===== config.mk =====
export PLATFORM = sky130hd
export DESIGN_NAME = clic_gateway
export DESIGN_NICKNAME = d
export VERILOG_FILES = /design/src/rtl/clic_gateway.sv
export SDC_FILE = /design/constraint.sdc
export NUM_CORES = 1
export LEC_CHECK = 0
export ABC_CLOCK_PERIOD_IN_PS = 2200
export BUFFER_PORTS_ARGS = -buffer_cell sky130_fd_sc_hd__buf_4
export CORE_AREA = 4 4 325 327
export DETAILED_ROUTE_END_ITERATION = 12
export DIE_AREA = 0 0 329 331
export GPL_ROUTABILITY_DRIVEN = 1
export PLACE_DENSITY = 0.36
export SETUP_SLACK_MARGIN = 0.2
export SLEW_MARGIN = 5
export SYNTH_ARGS = -nofsm -noshare
export SYNTH_HDL_FRONTEND = slang
export SYNTH_SLANG_ARGS = --single-unit

===== constraint.sdc =====
create_clock -name clk_i -period 2.2 [get_ports clk_i]
set_clock_uncertainty 0.05 [all_clocks]
set_input_delay 0.22 -clock clk_i [delete_from_list [all_inputs] [get_ports clk_i]]
set_output_delay 0.22 -clock clk_i [all_outputs]
set_load 0.03 [all_outputs]

===== src/rtl/clic_gateway.sv =====
// Per-source CLIC interrupt gateway: trigger-mode handling, architectural pending bit,
// pending write-back to the clicint register file, and clicintctl low-bit masking.
module clic_gateway #(
  parameter int unsigned N_SOURCE   = 32,
  parameter int unsigned INTCTLBITS = 8,
  parameter int unsigned IdWidth    = (N_SOURCE > 1) ? $clog2(N_SOURCE) : 1
) (
  input  logic                  clk_i,
  input  logic                  rst_ni,
  input  logic [N_SOURCE-1:0]   intr_src_i,
  input  logic [2*N_SOURCE-1:0] attr_trig_i,
  input  logic [N_SOURCE-1:0]   ie_i,
  input  logic [8*N_SOURCE-1:0] ctl_i,
  input  logic [N_SOURCE-1:0]   ip_sw_q_i,
  input  logic [N_SOURCE-1:0]   ip_sw_qe_i,
  input  logic                  claim_valid_i,
  input  logic [IdWidth-1:0]    claim_id_i,
  output logic [N_SOURCE-1:0]   ip_o,
  output logic [N_SOURCE-1:0]   irq_o,
  output logic [8*N_SOURCE-1:0] intctl_o,
  output logic [N_SOURCE-1:0]   ip_hw_d_o,
  output logic [N_SOURCE-1:0]   ip_hw_de_o
);

  // Unimplemented clicintctl bits read as 1.
  localparam int unsigned MaskInt = (1 << (8 - INTCTLBITS)) - 1;
  localparam logic [7:0]  CtlMask = 8'(MaskInt);

  logic [N_SOURCE-1:0] ip_q, ip_d;
  logic [N_SOURCE-1:0] lvl_q, lvl;
  logic [N_SOURCE-1:0] edge_det;
  logic [N_SOURCE-1:0] edge_mode;
  logic [N_SOURCE-1:0] claim_hit;
  logic                armed_q;

  // Ids at or above N_SOURCE never compare equal to any index.
  always_comb begin
    lvl       = '0;
    edge_mode = '0;
    claim_hit = '0;
    for (int unsigned i = 0; i < N_SOURCE; i++) begin
      lvl[i]       = intr_src_i[i] ^ attr_trig_i[2*i+1];
      edge_mode[i] = attr_trig_i[2*i];
      claim_hit[i] = claim_valid_i && (claim_id_i == IdWidth'(i));
    end
  end

  // armed_q suppresses a spurious edge from lvl_q's reset value.
  assign edge_det = {N_SOURCE{armed_q}} & lvl & ~lvl_q;

  always_comb begin
    ip_d = ip_q;
    for (int unsigned i = 0; i < N_SOURCE; i++) begin
      if (!edge_mode[i]) begin
        ip_d[i] = lvl[i];
      end else if (edge_det[i]) begin
        ip_d[i] = 1'b1;
      end else if (ip_sw_qe_i[i]) begin
        ip_d[i] = ip_sw_q_i[i];
      end else if (claim_hit[i]) begin
        ip_d[i] = 1'b0;
      end
    end
  end

  always_ff @(posedge clk_i) begin
    if (!rst_ni) begin
      ip_q    <= '0;
      lvl_q   <= '0;
      armed_q <= 1'b0;
    end else begin
      ip_q    <= ip_d;
      lvl_q   <= lvl;
      armed_q <= 1'b1;
    end
  end

  assign ip_o      = ip_q;
  assign irq_o     = ip_q & ie_i;
  assign ip_hw_d_o = ip_d;
  // de on every software write so the register file keeps the gateway's view in level mode.
  assign ip_hw_de_o = rst_ni ? ((ip_d ^ ip_q) | ip_sw_qe_i) : '0;

  always_comb begin
    intctl_o = '0;
    for (int unsigned i = 0; i < N_SOURCE; i++) begin
      intctl_o[8*i +: 8] = ctl_i[8*i +: 8] | CtlMask;
    end
  end

endmodule


==> impl_metrics.py <==
metrics = {
    "sta": {
        "tns_ps": 0,
        "rsz0062_at_grt": "true",
        "clock.fmax_mhz": 482.3,
        "fin_crit_sh_pct": 94.25,
        "max_slew.worst_pin.slew_ps": 414.1,
        "period_minus_slack_ps": 2074,
        "slew_violations": 0,
        "hold_viol_final": 0,
        "final-setup-viol-count": 0,
        "slew_headroom_pct": 72.30,
    },
    "worst_setup_path": {
        "path_buf_inv": 3,
        "cp.arrival_ps": 1800,
        "start_kind": "register",
        "end_kind": "output port",
        "slowest_stage": "dfxtp_4",
        "cp_max_fo": 6,
        "crit_chain": "buf_16 > nand2b_4 > a21boi_2 > buf_4 > nor3_4 > a211oi_2 > buf_4",
        "worstPathRequired_ps": 1930,
        "slowest_delay_ps": 440,
        "critPathTopFamily": "buffers and inverters",
        "crit_type": "register to output port",
        "crit_path_frequent_cell": "buf_4",
    },
    "synth": {
        "postSynthCellCount": 805,
        "synth_seq_cells": 65,
        "netlist_area_mm2": 0.006571,
        "yosys_warnings": 0,
        "syn_nets": 1261,
        "synth_common_cells": "buf_4 (256), and2_1 (107), dfxtp_1 (65)",
        "synth_flop_cell": "dfxtp_1",
        "synth_most_common_cell": "buf_4",
        "async_reset_ff_share_pct": 0,
        "synth-seq-area-share_pct": 19.80,
        "yosysTopAreaCellShare_pct": 29.25,
        "synth_edf_count": 0,
        "ys_types": 40,
        "synth.avg_cell_area_um2": 8.163,
        "yosys.area.top_type": "buf_4",
        "synth_area_leaders": "buf_4 (29%), dfxtp_1 (20%), and2_1 (10%)",
    },
    "die": {
        "die_h_um": 331,
        "core_area_mm2": 0.1029,
        "die_x_um": 329,
        "rows": 118,
        "start_util_pct": 6.386,
        "num_io_pins": 840,
        "dieArea_mm2": 0.1089,
    },
    "pwr": {
        "leakagePower_nw": 4.259,
        "power_w": 0.005361,
        "irDropWorstVdd_uv": 284.8,
        "pwr_density_cell_mw_per_mm2": 508.9,
    },
    "route": {
        "drc_errors": 0,
        "dr.first_iter.drc_count": 109,
        "drt-wirelength-per-cell_um": 15.52,
        "drt_wl_total_um": 35820,
        "num_vias": 6052,
        "drt_pass1_iterations": 5,
        "avgViaCountPerCell": 2.622,
        "ant_nets": 0,
    },
    "worst_hold_path": {
        "hold_class": "primary input to register",
    },
    "clock_tree": {
        "cts_root_buffer": "clkbuf_16",
        "cts.clk_slew.worst_paths_ps": 80,
        "clock_sinks": 65,
        "numCtsBuffers": 9,
        "cts_tree": "done",
        "cts_max_path_buffers": 2,
        "clock_latency_ps": 390,
        "htree_num_levels": 3,
    },
    "run_status": {
        "outcome": "finished clean",
    },
    "cells_and_area": {
        "final_core_util_pct": 10.24,
        "drive_above_1_share_pct": 55.08,
        "nets": 1377,
        "layout.cells.non_filler": 2308,
        "fill_cells": 11960,
        "syn_to_final_growth_pct": 60.32,
    },
    "global_routing": {
        "antenna_found_initial": 3,
        "overflow": 0,
        "grt_max_degree": 62,
        "grt_pass1_vias": 6560,
        "grt_usage_pct": 6.309,
        "grt_pass1_wl_um": 46590,
    },
    "place": {
        "place.detailed.hpwl_um": 28930,
        "routabilityCongestion": 0.8547,
        "io_buffers": 327,
        "dpl.cell_count": 2271,
    },
    "job": {
        "cap_violations": 0,
    },
}
-- layer usage --
metal / wire length, µm / track usage (%) / part of all wire [%]
met1: 12030 / 5.852 / 34
met2: 17370 / 10.73 / 49
met3: 3344 / 2.369 / 9.3
met4: 3071 / 5.909 / 8.6
met5: 0 / 0 / 0
-- cell families after synthesis --
group,after synthesis,synth area share [%]
buffers and inverters,276,30.45
muxes,13,2.152
DFF,65,19.80
xor gates and xnor gates,32,4.265
and+or+nand+nor,272,24.75
AOI/OAI and AO/OA,147,18.58
-- flip-flops by register name (all words and copies together) (netlist names) --
register  cells
armed_q       1
ip_o         32
lvl_q        32
-- stage by stage --
stage	hold slack [ps]	setup slack [ps]	cell area (µm²)
final	96.88	126.4	10540
after global routing	69.27	1.865	10530
after CTS	33.30	0.8842	10130
after detailed placement	390.2	-70.56	9096
after global placement	390.2	-116.3	9096
after floorplan	197.7	443.8	6586
-- worst reg2reg max path, stage by stage, from the launching register on --
cell      delay, ps
dfxtp_4         400
buf_12          180
buf_12          140
nand2b_4         70
a21boi_4         60
a311o_1         300
and2_1          160
-- report_power, final --
group | internal, W | leakage (nW) | switching, W
clock network | 0.000914 | 0.143 | 0.000754
logic | 0.00114 | 3.57 | 0.00120
registers | 0.00128 | 0.542 | 0.0000776
-- repair_timing --
action | 4_1_cts | 5_1_grt
pin swaps | 41 | 31
gates resized for setup | 184 | 63
gates cloned | 1 | 0
hold buffers | 0 | 0
endpoints found under the setup margin | 62 | 63
setup buffers | 10 | 8
-- placed cells by master (no fill, tap or decap), types with 23 or more instances in the layout --
master    netlist  final
nor2b_1        33     28
buf_6           0     72
xor2_1         32     31
nand2_1        30     30
a21boi_2        0     23
and2_1        107    107
o311a_1        36     35
dfxtp_1        65     63
buf_4         256    290
-- cell type report --
class / count / area (µm²) / area share [%]
Multi-Input combinational cell: 464 / 3910 / 37.11
Antenna cell: 2 / 5.005 / 0.04751
Timing Repair Buffer: 376 / 3271 / 31.05
Tap cell: 1380 / 1727 / 16.39
Inverter: 5 / 18.77 / 0.1781
Clock buffer: 12 / 246.5 / 2.340
Clock inverter: 4 / 51.30 / 0.4869
Sequential cell: 65 / 1306 / 12.40
-- worst paths after layout --
| check | start | to | slack [ps] | cells past startpoint |
|---|---|---|---|---|
| worst max-delay path | armed_q$_DFF_P_ | ip_hw_de_o[28] | 130 | 7 |
| worst min-delay path | intr_src_i[16] | lvl_q[16]$_SDFF_PN0_ | 100 | 3 |
| worst max register to register | armed_q$_DFF_P_ | ip_o[31]$_SDFF_PN0_ | 710 | 6 |
| worst min register to register | lvl_q[12]$_SDFF_PN0_ | ip_o[12]$_SDFF_PN0_ | 660 | 3 |
Power figures use the tool's default switching activity.
